<file path="src/rtl/pe_array_cfg_ctrl.sv">
// PE array configuration sequencer: row tags, ID tags, then PE/LN info strobes.
// Optional watchdog on the tag stream when CFG_TIMEOUT_EN is defined.
module pe_array_cfg_ctrl #(
    parameter int XBUS_NUMS      = 12,
    parameter int PE_NUMS        = 14,
    parameter int ID_LEN         = 5,
    parameter int ROW_LEN        = 4,
    parameter int NET_NUMS       = 4,
    parameter int PE_CFG_W       = 39,
    parameter int CFG_W          = 5,
    parameter int TIMEOUT_CYCLES = 1024
) (
    input  logic                 clk,
    input  logic                 rst,
    input  logic                 start,
    input  logic [PE_CFG_W-1:0]  pe_cfg_word,
    input  logic [XBUS_NUMS-1:0] ln_cfg_word,
    input  logic                 cfg_valid,
    output logic                 cfg_ready,
    input  logic [CFG_W-1:0]     cfg_data,
    output logic                 set_row,
    output logic [ROW_LEN-1:0]   row_scan_in,
    output logic                 set_id,
    output logic [ID_LEN-1:0]    id_scan_in,
    output logic                 set_pe_info,
    output logic [PE_CFG_W-1:0]  pe_config_in,
    output logic                 set_ln_info,
    output logic [XBUS_NUMS-1:0] LN_config_in,
    output logic                 busy,
    output logic                 done,
    output logic                 err
);

    localparam int ROW_CNT = NET_NUMS * XBUS_NUMS;
    localparam int ID_CNT  = NET_NUMS * XBUS_NUMS * PE_NUMS;
    localparam int CNT_W   = $clog2(ID_CNT + 1);
    localparam logic [CNT_W-1:0] ROW_LAST = CNT_W'(ROW_CNT - 1);
    localparam logic [CNT_W-1:0] ID_LAST  = CNT_W'(ID_CNT - 1);

    if (CFG_W < ROW_LEN || CFG_W < ID_LEN || TIMEOUT_CYCLES < 1) begin : g_bad_params
        $error("pe_array_cfg_ctrl: illegal parameter set");
    end

    typedef enum logic [2:0] {
        IDLE,
        ROW_SHIFT,
        ID_SHIFT,
        PE_CFG,
        LN_CFG,
        DONE_ST
    } state_t;

    state_t               state;
    state_t               state_nx;
    logic [CNT_W-1:0]     cnt;
    logic [CNT_W-1:0]     cnt_nx;
    logic [PE_CFG_W-1:0]  pe_word_q;
    logic [XBUS_NUMS-1:0] ln_word_q;
    logic                 shifting;
    logic                 hs;
    logic                 timeout;

    assign shifting  = (state == ROW_SHIFT) || (state == ID_SHIFT);
    assign cfg_ready = shifting;
    assign hs        = cfg_valid && cfg_ready;
    assign busy      = (state != IDLE);
    assign done      = (state == DONE_ST);

`ifdef CFG_TIMEOUT_EN
    localparam int WD_W = $clog2(TIMEOUT_CYCLES + 1);
    localparam logic [WD_W-1:0] WD_LAST = WD_W'(TIMEOUT_CYCLES - 1);

    logic [WD_W-1:0] wd;

    // Counts consecutive handshake-free shift cycles; a handshake always wins.
    always_ff @(posedge clk) begin
        if (rst || !shifting || hs) begin
            wd <= '0;
        end else begin
            wd <= wd + WD_W'(1);
        end
    end

    assign timeout = shifting && !hs && (wd == WD_LAST);
    assign err     = timeout;
`else
    assign timeout = 1'b0;
    assign err     = 1'b0;
`endif

    always_comb begin
        state_nx = state;
        cnt_nx   = cnt;
        unique case (state)
            IDLE: begin
                if (start) begin
                    state_nx = ROW_SHIFT;
                    cnt_nx   = '0;
                end
            end
            ROW_SHIFT: begin
                if (hs) begin
                    if (cnt == ROW_LAST) begin
                        state_nx = ID_SHIFT;
                        cnt_nx   = '0;
                    end else begin
                        cnt_nx = cnt + CNT_W'(1);
                    end
                end else if (timeout) begin
                    state_nx = IDLE;
                    cnt_nx   = '0;
                end
            end
            ID_SHIFT: begin
                if (hs) begin
                    if (cnt == ID_LAST) begin
                        state_nx = PE_CFG;
                        cnt_nx   = '0;
                    end else begin
                        cnt_nx = cnt + CNT_W'(1);
                    end
                end else if (timeout) begin
                    state_nx = IDLE;
                    cnt_nx   = '0;
                end
            end
            PE_CFG:  state_nx = LN_CFG;
            LN_CFG:  state_nx = DONE_ST;
            DONE_ST: state_nx = IDLE;
            default: state_nx = IDLE;
        endcase
    end

    always_ff @(posedge clk) begin
        if (rst) begin
            state        <= IDLE;
            cnt          <= '0;
            pe_word_q    <= '0;
            ln_word_q    <= '0;
            set_row      <= 1'b0;
            row_scan_in  <= '0;
            set_id       <= 1'b0;
            id_scan_in   <= '0;
            set_pe_info  <= 1'b0;
            pe_config_in <= '0;
            set_ln_info  <= 1'b0;
            LN_config_in <= '0;
        end else begin
            state       <= state_nx;
            cnt         <= cnt_nx;
            set_row     <= hs && (state == ROW_SHIFT);
            set_id      <= hs && (state == ID_SHIFT);
            set_pe_info <= (state == PE_CFG);
            set_ln_info <= (state == LN_CFG);
            if (state == IDLE && start) begin
                pe_word_q <= pe_cfg_word;
                ln_word_q <= ln_cfg_word;
            end
            // Scan data holds its last value between shifts.
            if (hs && state == ROW_SHIFT) begin
                row_scan_in <= cfg_data[ROW_LEN-1:0];
            end
            if (hs && state == ID_SHIFT) begin
                id_scan_in <= cfg_data[ID_LEN-1:0];
            end
            if (state == PE_CFG) begin
                pe_config_in <= pe_word_q;
            end
            if (state == LN_CFG) begin
                LN_config_in <= ln_word_q;
            end
        end
    end

endmodule

</file>
<file path="config.mk">
export PLATFORM = sky130hd
export DESIGN_NAME = pe_array_cfg_ctrl
export DESIGN_NICKNAME = d
export VERILOG_FILES = /design/src/rtl/pe_array_cfg_ctrl.sv
export SDC_FILE = /design/constraint.sdc
export NUM_CORES = 1
export LEC_CHECK = 0
export CAP_MARGIN = 15
export CORE_MARGIN = 2
export CORE_UTILIZATION = 45
export CTS_CLUSTER_DIAMETER = 100
export DETAILED_ROUTE_END_ITERATION = 10
export PLACE_DENSITY = 0.75
export SYNTH_ARGS = -nofsm -noshare
export SYNTH_HDL_FRONTEND = slang
export SYNTH_SLANG_ARGS = --single-unit
</file>
<file path="constraint.sdc">
create_clock -name clk -period 2.5 [get_ports clk]
set_input_delay 0.5 -clock clk [delete_from_list [all_inputs] [get_ports clk]]
set_output_delay 0.5 -clock clk [all_outputs]
set_load 0.03 [all_outputs]
</file>
# [Word-level counts from Yosys, hierarchy flattened]
# Cells that the tools add are included.
[classes] reduce_logical=10 eq_ne=12 n_mux=12 add_sub_neg=1
[ops] operator="two-way mux 10 bit" count=5
[ops] operator="case mux 10 bit (3 select lines)" count=1
[ops] operator="two-way mux 3 bit" count=5
[ops] operator="case mux 3 bit (5 select lines)" count=1
[ops] operator="adder 10 x 1 -> 10 bit, second input constant" count=1
[ops] operator="equality test 10 bit, second input constant" count=1
[ops] operator="equality test 10 x 6 -> 1 bit, second input constant" count=1
[ops] operator="equality test 3 x 2 -> 1 bit, second input constant" count=2
[ops] operator="equality test 3 bit, second input constant" count=2
[ops] operator="inequality test 2 bit, second input constant" count=3
[ops] operator="nonzero test 3 bit" count=2
[ops] operator="AND reduction 5 bit" count=1
[ops] operator="logical AND 1 bit" count=4
[ops] operator="inequality test 2 x 1 -> 1 bit, second input constant" count=2
[ops] operator="AND reduction 4 bit" count=1
[ops] operator="equality test 3 x 1 -> 1 bit, second input constant" count=1
[ops] operator="zero test 3 bit" count=1
[ops] operator="logical OR 1 bit" count=1
[word_totals] register_bits=128 elab_cells=47 input_bits=60 out_inout_bits=68

# [Depth between registers and ports, before layout]
[depth] ltp_word=5 mapped_depth=7 ltp_nobuf=6

# [Worst setup path before layout]
# OpenSTA, ideal clock, no wires.
[synth_timing] kind="reg2reg" from="register cnt[5]" to="register cnt[6]" required_time_ns=2.367 setup_ns=0.133 n_path_buf=1 t_arrival_ns=1.522 path_stages_with_launch=7 period_less_slack_ns=1.654 slack_ns=0.846 cell_sequence="dfxtp_1 -> or4b_1 -> nor4_2 -> o22ai_2 -> buf_2 -> nand3b_1 -> a31oi_1"
[synth_via] elab_chain_cells=4 elab_cells_between_ends=8 cone_classes="1 x add/sub; 2 x eq/ne; 5 x mux"
[synth_rtl] item="start: declaration" line="55" rtl="logic [CNT_W-1:0] cnt;"
[synth_rtl] item="start signal: assignment" line="150" rtl="cnt <= cnt_nx;"
[synth_rtl] item="adder 10 x 1 -> 10 bit (tied with other cells)" line="107, 120"
[synth_rtl] item="two-way mux 10 bit, on equally long branches" line="116, 103"
[synth_rtl] item="two-way mux 10 bit, on equally long branches" line="115, 102"
[synth_rtl] item="case mux 10 bit (3 select lines) *" line="94" rtl="unique case (state)"
# Mark *: on every way between the ends. The rest lies on a longest branch, timed or not. The select of a mux whose other input is x is not followed.
# A chain may end at the register's enable or synchronous reset.

# [Worst setup path in the final report]
[layout_timing] from="register state[2]" to="output busy"
[layout_via] elab_chain_cells=1
[layout_rtl] item="start: declaration" line="53" rtl="state_t state;"
[layout_rtl] item="start signal: assignment" line="149" rtl="state <= state_nx;"
[layout_rtl] item="nonzero test 3 bit" line="66" rtl="assign busy = (state != IDLE);"
[layout_rtl] item="end: declaration" line="29" rtl="output logic busy,"
# Every way passes these cells.

==> impl_summary.log <==
[metrics] number of distinct library cells after synthesis: 37
[metrics] actual slew at the worst max-slew pin: 0.6566 ns
[metrics] power density relative to cell area: 779.5 nW/um^2
[metrics] number of DRC violations after detailed routing: 0
[metrics] average detailed-routed wire length per instance: 14.11 um
[metrics] number of buffer and inverter instances along the worst setup path: 2
[metrics] arrival time reported for the critical path endpoint: 1.74 ns
[metrics] Slowest cell on crit path: dfxtp_2
[metrics] H-Tree Level Count: 4
[metrics] RSZ-0062 raised after global routing: false
[metrics] synthesized net count: 662
[metrics] CTS tree: done
[metrics] final total negative setup slack: 0 ns
[metrics] initial core utilization: 46.14%
[metrics] critical path, cell by cell: nor3_1 -> inv_1 -> dlygate4sd2_1
[metrics] number of flip-flops and latches in the synthesized netlist: 128
[metrics] clock slew at reported path FFs: 0.06 ns
[metrics] Max FO, Critical Path: 13
[metrics] type of element capturing the critical path: primary output
[metrics] floorplan core area: 10280 um^2
[metrics] post-synthesis cell area: 4742 um^2
[metrics] number of hold-repair buffers added at the cts stage: 0
[metrics] antenna violations before repair: 0
[metrics] final wirelength: 12090 um
[metrics] Clock Tree Root: clkbuf_8
[metrics] fmax: 446.0 MHz
[metrics] final-stage net count: 769
[metrics] via density per instance: 5.098
[metrics] slowest stage delay, CP: 0.39 ns
[metrics] grt total ovfl: 0
[metrics] DIE WIDTH: 106.7 um
[metrics] sequential fraction of the synthesis area: 54.04%
[metrics] number of standard cells after synthesis: 601
[metrics] maximum buffer depth of the clock tree: 2
[metrics] DRC marker count from the first detailed-route iteration: 230
[metrics] ANT cells: 0
[metrics] first-pass GRT wire length: 19600 um
[metrics] Die Height: 106.7 um
[metrics] class of the tightest hold or removal check: input pin to flop
[metrics] maximum ir drop on the vdd rail: 372.7 uV
[metrics] fraction of layout instances using a drive strength above 1: 7.351%
[metrics] count of antenna-violating nets left after detailed routing: 0
[metrics] layout filler cell count: 894
[metrics] Stages on worst setup path: 3
[metrics] Non-Filler Instances: 857
[metrics] final count of hold timing violations: 0
[metrics] crit path launch type: flop
[metrics] total die area: 11380 um^2
[metrics] max_cap viols: 0
[metrics] total I/O pin count: 128
[metrics] CTS sink cnt: 128
[metrics] number of global-route vias before repair: 4170
[metrics] data required time of the critical path: 2.00 ns
[metrics] routed via count: 4369
[metrics] number of port buffers: 126
[metrics] average size of a mapped cell: 7.890 um^2
[metrics] site row count: 37
[metrics] # placed instances: 825
[metrics] Max Clock Skew: 0.008629 ns
[metrics] post-layout min period: 2.242 ns
[metrics] Warnings, synthesis: 0
[metrics] type of the worst setup path: flop to primary output
[metrics] Core Util, Final: 65.29%
[metrics] Area Overhead vs Synth: 41.50%
[metrics] global placer's final weighted congestion: 0.8339
[metrics] number of cells traversed by the worst hold path: 2
[metrics] worst slew slack as a fraction of its limit: 56.22%
[metrics] DP Wirelength: 7810 um
[metrics] share of the clock period used by the worst path: 89.69%
[metrics] Setup-failing EPs final: 0
[metrics] maximum number of pins on one net before global-route repair: 59
[metrics] total clock buffers created by CTS: 17
[metrics] Leak Pwr: 2.356 nW
[metrics] Pins Over Slew Limit: 0
[metrics] Pre-Repair DR Iteration Count: 5
[metrics] insertion delay to the later sink of the worst-skew pair: 0.52 ns
[metrics] cell family with most CP delay: buffers and inverters
[metrics] path depth of the worst reg2reg path: 6
[metrics] status: finished, final reports clean
[metrics] overall global routing resource usage: 21.87%
-- registers in the layout, summed over array words and instances (netlist names), 3 cells and up --
name,count
LN_config_in,12
cnt,10
id_scan_in,5
ln_word_q,12
pe_config_in,39
pe_word_q,39
row_scan_in,4
state,3
-- cell type report --
class / count / area, um^2 / area share, %
flip-flops and latches: 128 / 2566 / 38.24
multi-input cells: 425 / 1986 / 29.59
repair buffers: 134 / 1369 / 20.40
clock buffers: 20 / 455.4 / 6.787
well taps: 136 / 170.2 / 2.536
clock inverters: 12 / 156.4 / 2.331
inverters: 2 / 7.507 / 0.1119
-- kinds of logic after synthesis --
family	share of synthesized area [%]
flip-flops	54.04
AND/OR/NAND/NOR	25.38
XOR/XNOR	0.1847
multiplexers	1.267
adder cells (fa/ha/maj)	0.2638
other	0.07908
buffers and inverters	4.274
AO/OA/AOI/OAI	14.51
-- cell usage after synthesis (all sizes together) --
| cell type | n | area share [%] |
|---|---|---|
| and2 | 2 | 0.26 |
| mux2i | 6 | 1.3 |
| or3 | 1 | 0.13 |
| nor2b | 1 | 0.13 |
| xor2 | 1 | 0.18 |
| nor3 | 6 | 0.74 |
| nor4 | 3 | 0.53 |
| nor2 | 16 | 1.3 |
| o21a | 1 | 0.16 |
| and3 | 4 | 0.53 |
| nand2b | 2 | 0.26 |
| inv | 2 | 0.16 |
| ha | 1 | 0.26 |
| clkbuf | 35 | 2.8 |
| nor4bb | 1 | 0.21 |
| nand2 | 220 | 17 |
| conb | 1 | 0.079 |
| a21oi | 115 | 12 |
| nand3b | 5 | 0.87 |
| nand3 | 15 | 1.6 |
| nand4 | 2 | 0.26 |
| a31oi | 6 | 0.79 |
| a21bo | 1 | 0.21 |
| o22ai | 2 | 0.40 |
| or4b | 3 | 0.63 |
| o21ai | 7 | 0.82 |
| buf | 11 | 1.3 |
| dfxtp | 128 | 54 |
| nand4b | 3 | 0.55 |
-- layer usage --
| layer | share of wire [%] | routed length [um] | global-route usage (%) | up-vias |
|---|---|---|---|---|
| met5 | 0 | 0 | 0 | - |
| met4 | 1.8 | 217 | 9.647 | 0 |
| met3 | 5.5 | 669 | 5.836 | 18 |
| met2 | 50 | 6097 | 36.81 | 126 |
| met1 | 42 | 5106 | 26.22 | 2033 |
| li1 | - | - | - | 2192 |
-- path summary, 6_finish.rpt --
| path | startpoint | end | slack [ns] |
|---|---|---|---|
| worst min register to register | LN_config_in[9] | LN_config_in[9] | 0.45 |
| worst max-delay path | state[2] | busy | 0.26 |
| worst min-delay path | rst | set_pe_info | 0.42 |
| worst max register to register | cnt[0] | cnt[8] | 0.37 |
-- cells in the final DEF, fill, tap and decap left out, drive strengths merged, types with 3 or more instances in the layout --
cell type	n
a21oi	115
a31oi	6
and3	4
buf	9
bufinv	3
clkbuf	20
clkdlybuf4s50	122
clkinv	3
clkinvlp	4
dfxtp	128
inv	4
mux2i	6
nand2	220
nand3	15
nand3b	5
nand4b	3
nor2	16
nor3	6
nor4	3
o21ai	7
or4b	3
-- per-stage QoR --
stage          power, W  hold slack [ns]  instance area, um^2  setup slack, ns
3_3_place_gp   0.002766           0.4359                 6095           0.2554
4_1_cts        0.005280           0.3990                 6708          0.03468
3_5_place_dp   0.002782           0.4449                 6095           0.1843
6_report       0.005230           0.4195                 6710           0.2577
2_1_floorplan  0.002553           0.4321                 4742           0.8457
5_1_grt        0.005426           0.4391                 6710           0.1259
-- repair_timing --
| action | in CTS | in global routing |
|---|---|---|
| setup endpoints to repair | 3 | 1 |
| setup buffers | 0 | 0 |
| gates resized for setup | 5 | 1 |
-- power by group --
| part | internal [W] | leakage (nW) | switching, W |
|---|---|---|---|
| logic | 0.000227 | 1.03 | 0.000317 |
| registers | 0.00213 | 1.04 | 0.0000606 |
| clock network | 0.00160 | 0.290 | 0.000893 |
Power figures use the tool's default switching activity.
